==> src/rtl/load_issue_queue_pkg.sv <==
// Shared types for the load issue queue: tag type, per-entry record, access size codes.
// No logic; pure declarations.
// No flow control.
package load_issue_queue_pkg;

    localparam int TAG_W = 5;

    // Owned by the reservation-station side; mirrored here so the queue can compile standalone.
    typedef logic [TAG_W-1:0] RS_tag_type;

    localparam logic [1:0] MEM_SIZE_BYTE = 2'b00;
    localparam logic [1:0] MEM_SIZE_HALF = 2'b01;
    localparam logic [1:0] MEM_SIZE_WORD = 2'b10;

    typedef struct packed {
        logic        busy;
        logic [31:0] V1;
        logic        V1_valid;
        RS_tag_type  Q1;
        logic [31:0] V2;
        logic        V2_valid;
        RS_tag_type  Q2;
        RS_tag_type  rd_tag;
        logic [2:0]  mem_type;
    } load_entry_t;

endpackage

==> src/rtl/load_operand_snoop.sv <==
// Tag-compare and capture of one pending operand against the CDB broadcast.
// Latency: combinational; the caller registers the result.
// Backpressure: none, the CDB cannot be stalled.
module load_operand_snoop
    import load_issue_queue_pkg::*;
(
    input  logic [31:0] opd_dat,
    input  logic        opd_vld,
    input  logic [TAG_W-1:0] opd_tag,
    input  logic        cdb_vld,
    input  logic [TAG_W-1:0] cdb_tag,
    input  logic [31:0] cdb_dat,
    output logic [31:0] cap_dat,
    output logic        cap_vld
);

    logic hit;

    assign hit     = cdb_vld && !opd_vld && (opd_tag == cdb_tag);
    assign cap_vld = opd_vld || hit;
    assign cap_dat = hit ? cdb_dat : opd_dat;

endmodule

==> src/rtl/load_issue_queue.sv <==
// In-order load buffer: holds dispatched loads, wakes operands off the CDB, issues the oldest ready load.
// Latency: a fully-ready dispatch into an empty queue is issuable the cycle after its dispatch edge.
// Backpressure: disp_ready drops when full (even while popping); head holds until iss_ready.
module load_issue_queue
    import load_issue_queue_pkg::*;
#(
    parameter int DEPTH = 4,
    parameter int PTR_W = $clog2(DEPTH)
) (
    input  logic                CLK,
    input  logic                RST,
    input  logic                flush,
    input  logic                disp_valid,
    output logic                disp_ready,
    input  logic [31:0]         disp_V1,
    input  logic [31:0]         disp_V2,
    input  logic                disp_V1_valid,
    input  logic                disp_V2_valid,
    input  logic [TAG_W-1:0]    disp_Q1,
    input  logic [TAG_W-1:0]    disp_Q2,
    input  logic [TAG_W-1:0]    disp_rd_tag,
    input  logic [2:0]          disp_mem_type,
    input  logic                cdb_valid,
    input  logic [TAG_W-1:0]    cdb_tag,
    input  logic [31:0]         cdb_val,
    output logic                iss_valid,
    input  logic                iss_ready,
    output logic [31:0]         iss_V1,
    output logic [31:0]         iss_V2,
    output logic [TAG_W-1:0]    iss_rd_tag,
    output logic [2:0]          iss_mem_type,
    output logic [PTR_W:0]      count
);

    localparam logic [PTR_W:0] FULL_CNT = (PTR_W+1)'(DEPTH);

    load_entry_t        entries [DEPTH];
    load_entry_t        head_ent;
    load_entry_t        disp_ent;
    logic [PTR_W-1:0]   head;
    logic [PTR_W-1:0]   tail;
    logic               push;
    logic               pop;

    logic [31:0]        nxt_v1     [DEPTH];
    logic               nxt_v1_vld [DEPTH];
    logic [31:0]        nxt_v2     [DEPTH];
    logic               nxt_v2_vld [DEPTH];
    logic [31:0]        byp_v1;
    logic               byp_v1_vld;
    logic [31:0]        byp_v2;
    logic               byp_v2_vld;

    // Resident entries: only busy slots listen to the CDB.
    for (genvar g = 0; g < DEPTH; g++) begin : g_snoop
        load_operand_snoop u_snp_v1 (
            .opd_dat (entries[g].V1),
            .opd_vld (entries[g].V1_valid),
            .opd_tag (entries[g].Q1),
            .cdb_vld (cdb_valid && entries[g].busy),
            .cdb_tag (cdb_tag),
            .cdb_dat (cdb_val),
            .cap_dat (nxt_v1[g]),
            .cap_vld (nxt_v1_vld[g])
        );
        load_operand_snoop u_snp_v2 (
            .opd_dat (entries[g].V2),
            .opd_vld (entries[g].V2_valid),
            .opd_tag (entries[g].Q2),
            .cdb_vld (cdb_valid && entries[g].busy),
            .cdb_tag (cdb_tag),
            .cdb_dat (cdb_val),
            .cap_dat (nxt_v2[g]),
            .cap_vld (nxt_v2_vld[g])
        );
    end

    // Bypass on the dispatch path so a broadcast in the dispatch cycle is not lost.
    load_operand_snoop u_byp_v1 (
        .opd_dat (disp_V1),
        .opd_vld (disp_V1_valid),
        .opd_tag (disp_Q1),
        .cdb_vld (cdb_valid),
        .cdb_tag (cdb_tag),
        .cdb_dat (cdb_val),
        .cap_dat (byp_v1),
        .cap_vld (byp_v1_vld)
    );
    load_operand_snoop u_byp_v2 (
        .opd_dat (disp_V2),
        .opd_vld (disp_V2_valid),
        .opd_tag (disp_Q2),
        .cdb_vld (cdb_valid),
        .cdb_tag (cdb_tag),
        .cdb_dat (cdb_val),
        .cap_dat (byp_v2),
        .cap_vld (byp_v2_vld)
    );

    always_comb begin
        disp_ent          = '0;
        disp_ent.busy     = 1'b1;
        disp_ent.V1       = byp_v1;
        disp_ent.V1_valid = byp_v1_vld;
        disp_ent.Q1       = disp_Q1;
        disp_ent.V2       = byp_v2;
        disp_ent.V2_valid = byp_v2_vld;
        disp_ent.Q2       = disp_Q2;
        disp_ent.rd_tag   = disp_rd_tag;
        disp_ent.mem_type = disp_mem_type;
    end

    assign head_ent     = entries[head];
    assign disp_ready   = (count != FULL_CNT);
    assign iss_valid    = head_ent.busy && head_ent.V1_valid && head_ent.V2_valid;
    assign iss_V1       = head_ent.busy ? head_ent.V1       : '0;
    assign iss_V2       = head_ent.busy ? head_ent.V2       : '0;
    assign iss_rd_tag   = head_ent.busy ? head_ent.rd_tag   : '0;
    assign iss_mem_type = head_ent.busy ? head_ent.mem_type : '0;

    assign push = disp_valid && disp_ready;
    assign pop  = iss_valid && iss_ready;

    always_ff @(posedge CLK or posedge RST) begin
        if (RST) begin
            head  <= '0;
            tail  <= '0;
            count <= '0;
            for (int i = 0; i < DEPTH; i++) entries[i] <= '0;
        end else if (flush) begin
            head  <= '0;
            tail  <= '0;
            count <= '0;
            for (int i = 0; i < DEPTH; i++) entries[i] <= '0;
        end else begin
            for (int i = 0; i < DEPTH; i++) begin
                if (entries[i].busy) begin
                    entries[i].V1       <= nxt_v1[i];
                    entries[i].V1_valid <= nxt_v1_vld[i];
                    entries[i].V2       <= nxt_v2[i];
                    entries[i].V2_valid <= nxt_v2_vld[i];
                end
            end
            // Push never targets the head slot while it is popping: push needs a free slot.
            if (pop) begin
                entries[head].busy <= 1'b0;
                head               <= head + 1'b1;
            end
            if (push) begin
                entries[tail] <= disp_ent;
                tail          <= tail + 1'b1;
            end
            case ({push, pop})
                2'b10:   count <= count + 1'b1;
                2'b01:   count <= count - 1'b1;
                default: count <= count;
            endcase
        end
    end

endmodule
==> config.mk <==
export PLATFORM = sky130hd
export DESIGN_NAME = load_issue_queue
export DESIGN_NICKNAME = d
export VERILOG_FILES = /design/src/rtl/load_issue_queue_pkg.sv /design/src/rtl/load_operand_snoop.sv /design/src/rtl/load_issue_queue.sv
export SDC_FILE = /design/constraint.sdc
export NUM_CORES = 1
export LEC_CHECK = 0
export BUFFER_PORTS_ARGS = -buffer_cell sky130_fd_sc_hd__buf_2
export CORE_ASPECT_RATIO = 1.4
export CORE_MARGIN = 4
export CORE_UTILIZATION = 50
export CTS_BUF_LIST = sky130_fd_sc_hd__clkbuf_4 sky130_fd_sc_hd__clkbuf_8 sky130_fd_sc_hd__clkbuf_16
export DETAILED_ROUTE_END_ITERATION = 7
export GPL_TIMING_DRIVEN = 0
export PLACE_DENSITY = 0.8
export REMOVE_ABC_BUFFERS = 1
export SYNTH_ARGS = -nofsm -noshare
export SYNTH_HDL_FRONTEND = slang
export SYNTH_SLANG_ARGS = --single-unit
==> constraint.sdc <==
create_clock -name CLK -period 15.6 [get_ports CLK]
set_input_delay 0.78 -clock CLK [delete_from_list [all_inputs] [get_ports CLK]]
set_output_delay 0.78 -clock CLK [all_outputs]
set_load 0.01 [all_outputs]
Word level (Yosys, flattened, before mapping)
Index checks and enable logic that the tools add are counted.
W data, S select, Z words.

storage, ports and cells
  ROM bits = 0
  memory bits (writable) = 0
  register bits = 347
  memories kept = 0
  bits in latches = 0
  output and inout port bits = 77

cells by class
  bitwise gates (word level) = 2
  divide/modulo/power cells = 0
  multiplexer cells = 49
  reductions and logical operators = 53
  $add $sub $neg = 4
  $mul = 0
  shifts and indexed selects = 0
  $lt $le $gt $ge = 4
  equality and inequality tests = 13

operators with widths
  cell                   number
  $mux W340              4
  $bwmux W340            2
  $mux W33               16
  $mux W32               12
  $demux W85 S2          2
  $mux W85               4
  $bmux W85 S2           1
  $eq A5 B5 Y1           10
  $logic_and A1 B1 Y1    30
  $logic_not A1 Y1       10
  $logic_or A1 B1 Y1     10
  $mux W2                4
  $ge A3 B3 Y1 const B   2
  $lt A3 B1 Y1 const B   2
  $mux W3                2
  $not A2 Y3             2
  $pmux W3 S2            1
  $mux W5                1
  $add A2 B1 Y2 const B  2
  $reduce_bool A2 Y1     2
  $add A3 B1 Y3 const B  1
  $ne A3 B3 Y1 const B   1
  $reduce_bool A3 Y1     1
  $sub A3 B1 Y3 const B  1
  other kinds (2)        2

Depth between registers and ports, before layout
  depth after elaboration = 12
  gate-level depth with buffers = 10
  depth with buffers taken out = 9

By module
Synthesis repeated with hierarchy kept, for this count alone.

second synthesis, totals
  cell total of the unflattened synthesis = 2197
  area, all modules = 24772.5 um^2

modules (own cells, without submodules)
  module              sequential area each (um^2)  area an instance (um^2)  times used  cells an instance
  load_issue_queue    8683.3                       18879.4                  1           1767
  load_operand_snoop  0.0                          589.3                    10          43

Worst setup path before layout
OpenSTA, ideal clock, no wires.

  kind = register -> register
  from = reg head[0]
  to = reg count[1]
  library setup time = 0.121 ns
  setup slack = 12.994 ns
  clock period less this slack = 2.606 ns
  required time = 15.479 ns
  arrival = 2.485 ns
  stages on the path, launching flop included = 10
  cell sequence = dfrtp_1 > inv_1 > mux4_2 > nor3b_1 > buf_2 > and2_1 > fa_1 > and3_1 > o21ai_0 > nand2_1

on the way
  cells in the longest elaborated chain, start to end = 10

ends and longest elaborated chain
  what                                                 line                     source
  start: declaration                                   load_issue_queue.sv:40   logic [PTR_W-1:0] head;
  start signal: assignment                             load_issue_queue.sv:147  head <= head + 1'b1;
  $not A2 Y3 (implied by the code) (*)                 load_issue_queue.sv:113  assign head_ent = entries[head];
  $bmux W85 S2 (*)                                     load_issue_queue.sv:113
  $mux W85 (implied by the code) (*) (2 in series)     load_issue_queue.sv:113
  $logic_and A1 B1 Y1                                  load_issue_queue.sv:115  assign iss_valid = head_ent.busy && head_ent.V1_valid && head_ent.V2_valid;
  $logic_and A1 B1 Y1 (*)                              load_issue_queue.sv:115
  $logic_and A1 B1 Y1 (*)                              load_issue_queue.sv:122  assign pop = iss_valid && iss_ready;
  $eq A2 B1 Y1 / $eq A2 B2 Y1 (equally long branches)  load_issue_queue.sv:153  case ({push, pop})
  $pmux W3 S2                                          load_issue_queue.sv:153
  $mux W3                                              load_issue_queue.sv:130  end else if (flush) begin
  end signal: assignment                               load_issue_queue.sv:154  2'b10: count <= count + 1'b1;
  end signal: assignment                               load_issue_queue.sv:155  2'b01: count <= count - 1'b1;
  end signal: assignment                               load_issue_queue.sv:156  default: count <= count;
  end: declaration                                     load_issue_queue.sv:32   output logic [PTR_W:0] count

Mark *: on every way between the ends. The rest lies on a longest branch, timed or not. The select of a mux whose other input is x is not followed.
A chain may end at the register's enable or synchronous reset.

Worst setup path after layout
  from = reg head[0]
  to = out iss_V1[28]

on the way
  cells in the longest elaborated chain, start to end = 5

ends and longest elaborated chain
  what                                          line                     source
  $not A2 Y3 (implied by the code)              load_issue_queue.sv:113
  $bmux W85 S2                                  load_issue_queue.sv:113
  $mux W85 (implied by the code) (2 in series)  load_issue_queue.sv:113
  $mux W32                                      load_issue_queue.sv:116  assign iss_V1 = head_ent.busy ? head_ent.V1 : '0;
  end: declaration                              load_issue_queue.sv:28   output logic [31:0] iss_V1,

Every way passes these cells. The select of a mux whose other input is x is not followed.

==> summary.md <==
| Metric | Value |
|---|---|
| Starting density of the core | 50.7% |
| Slew margin rel. | 24.5% |
| Crit path launch type | flip-flop |
| Final min period | 4.24 ns |
| Post-synth ARST share | 100% |
| Synth Flop Type | dfrtp_1 |
| WL/cell | 24.6 microns |
| Total Routing Usage GR | 26.0% |
| Req. time, crit path | 14.82 ns |
| Row Count | 84 |
| RSZ-0062 raised after global routing | no |
| Area contributors post-synth | dfrtp_1 45%, mux2i_1 14%, mux4_2 8.7% |
| Pre-Repair DR Iteration Count | 6 |
| Yosys reg bits | 347 |
| Fmax | 0.236 GHz |
| Congestion Overflow GR | 0 |
| Clk_skew | 0.0193 ns |
| Count leader, synth | dfrtp_1 |
| Mean post-synth cell area | 11.6 sq um |
| Initial antenna violation count | 2 |
| Total number of vias | 14500 |
| Routed WL | 54900 microns |
| Vias in the first global route | 15100 |
| CTS clk-pin slew, worst paths | 0.06 ns |
| CTS Buf Count | 36 |
| Worst setup path class | flip-flop to output port |
| Placer Congestion | 0.820 |
| R2r setup slk | 11.63 ns |
| H-tree Lvls | 2 |
| Die height | 239 microns |
| Final Hold Slack | 0.416 ns |
| Via/cell ratio | 6.50 |
| Reg area | 8690 sq um |
| Final Max Tran Viols | 0 |
| Maximum vdd drop | 0.0957 mV |
| Filler cells | 3038 |
| Post-synth top cells | 347 x dfrtp_1, 277 x mux2i_1, 262 x o22ai_1 |
| I/O Buffers | 203 |
| Die area | 41500 sq um |
| CTS tree | yes |
| Status | completed |
| Power after layout | 2.10 mW |
| Core area | 37700 sq um |
| Ys Warns | 0 |
| Synth Instances | 1644 |
| Leakage power total | 11.0 nW |
| Syn-to-layout area delta | 13.1% |
| Setup TNS | 0 ns |
| Setup Buffers After CTS | 0 |
| Register area share after synthesis | 45.4% |
| Post-synth EDFFs | 0 |
| Post-DP HPWL | 33400 microns |
| Worst-path fanout max | 64 |
| Post-CTS sizing | 0 |
| Die X | 173 microns |
| Period Utilization, post-route | 27.2% |
| Synthesized area | 19100 sq um |
| Final nets | 1864 |
| Post-route ant nets | 0 |
| Synth top area share | 45.4% |
| Pwr/cell area | 96.8 nW/um^2 |
| Post-layout util | 57.4% |
| Setup Viol. Count Final | 0 |
| Root Driver | clkbuf_16 |
| Share of post-route cells with drive strength above 1 | 24.9% |
| Post-synth cell types | 47 |
| Worst path arrival time | 3.46 ns |
| Crit. End Element | output port |
| Worst-Margin Slew | 1.13 ns |
| DRC viols | 0 |
| Multi-input logic area | 9570 sq um |
| Synth area leader | dfrtp_1 |
| Max Cap Violations | 0 |
| Drt first-iter violations | 1312 |
| First-pass GRT wire length | 86100 microns |
| Clk_lat worst skew | 0.53 ns |
| IO Count | 204 |
| Largest net degree at the start of global routing | 131 |
| Fin. Hold Viols | 0 |
| Cts hold-fix bufs | 0 |
| Clock Tree Buf Depth | 3 |
| Worst min-delay path class | primary input to async pin |
| CTS Sinks | 347 |
## through the flow
stage | std cells | worst slack (ns) | cell area, sq um
after floorplan | 1463 | 5.20 | 18200
after global placement | 2139 | 1.89 | 19800
after detailed placement | 2163 | 11.61 | 20500
after CTS | 2226 | 11.31 | 21600
after global routing | 2226 | 11.23 | 21600
final | 2229 | 11.36 | 21700
## worst max-delay path, stage by stage, from the launching register on
cell and delay [ns]:
dfrtp_4 0.88, buf_16 0.38, inv_1 0.20, mux4_4 0.60, buf_16 0.29, nor2b_1 0.33, buf_2 0.20
## cell type report
cell class                 instances  area share, %
multi-input combinational       1102           44.2
sequential                       347           40.1
timing repair buffer             227           7.20
clock buffer                      52           4.88
tap                              473           2.73
clock inverter                    11          0.508
inverter                          14          0.289
antenna                            3         0.0347
## cell families after synthesis
| kind of cell | share of synthesized area (%) |
|---|---|
| muxes | 27.7 |
| AOI/OAI and AO/OA | 11.3 |
| DFF | 45.4 |
| and+or+nand+nor | 7.77 |
| buffers and inverters | 5.05 |
| xor gates and xnor gates | 2.22 |
| adders and majority gates | 0.628 |
## flip-flops by register name, summed over array words and instances (netlist names)
signal   cells
count        3
head         2
tail         2
entries    340
## path summary, 6_finish.rpt
check	start	to	depth (start not counted)
max in group asynchronous	RST	entries[130]$_DFF_PP0_	3
min in group CLK	entries[2]$_DFFE_PP0P_	entries[2]$_DFFE_PP0P_	2
worst min-delay path	RST	entries[269]$_DFF_PP0_	2
worst max-delay path	head[0]$_DFFE_PP0P_	iss_V1[28]	6
worst max register to register	head[0]$_DFFE_PP0P_	count[1]$_DFFE_PP0P_	9
worst min register to register	entries[2]$_DFFE_PP0P_	entries[2]$_DFFE_PP0P_	2
## metal layers
metal	wire, microns	up-vias	share of wire (%)	track usage, %
met1	21100	7309	38	33.6
met5	0	-	0	0
li1	-	6252	-	-
met3	4590	156	8.4	4.89
met2	27300	763	50	44.0
met4	1960	0	3.6	9.54
## where the power goes
part	leakage [nW]	switching, mW	total [mW]	internal, mW
sequential	4.77	0.0224	0.960	0.937
clock	0.589	0.357	0.862	0.506
combinational	5.68	0.167	0.274	0.107
## placed cells by master (no fill, tap or decap), types with 4 or more instances in the layout
cell type / instances
nand4_1: 8
mux2i_1: 277
xor2_1: 8
clkbuf_16: 37
nand2_4: 10
nor2b_1: 82
buf_16: 8
clkinv_2: 7
mux2i_4: 29
mux2i_2: 15
mux4_2: 73
ha_1: 8
dfrtp_1: 345
clkbuf_4: 12
xnor2_1: 38
nor2_1: 8
and3_1: 8
buf_2: 202
or4_2: 8
a211o_1: 4
buf_12: 16
o22ai_1: 262
a21oi_1: 75
inv_1: 12
nand2_1: 162
Power figures use the tool's default switching activity.
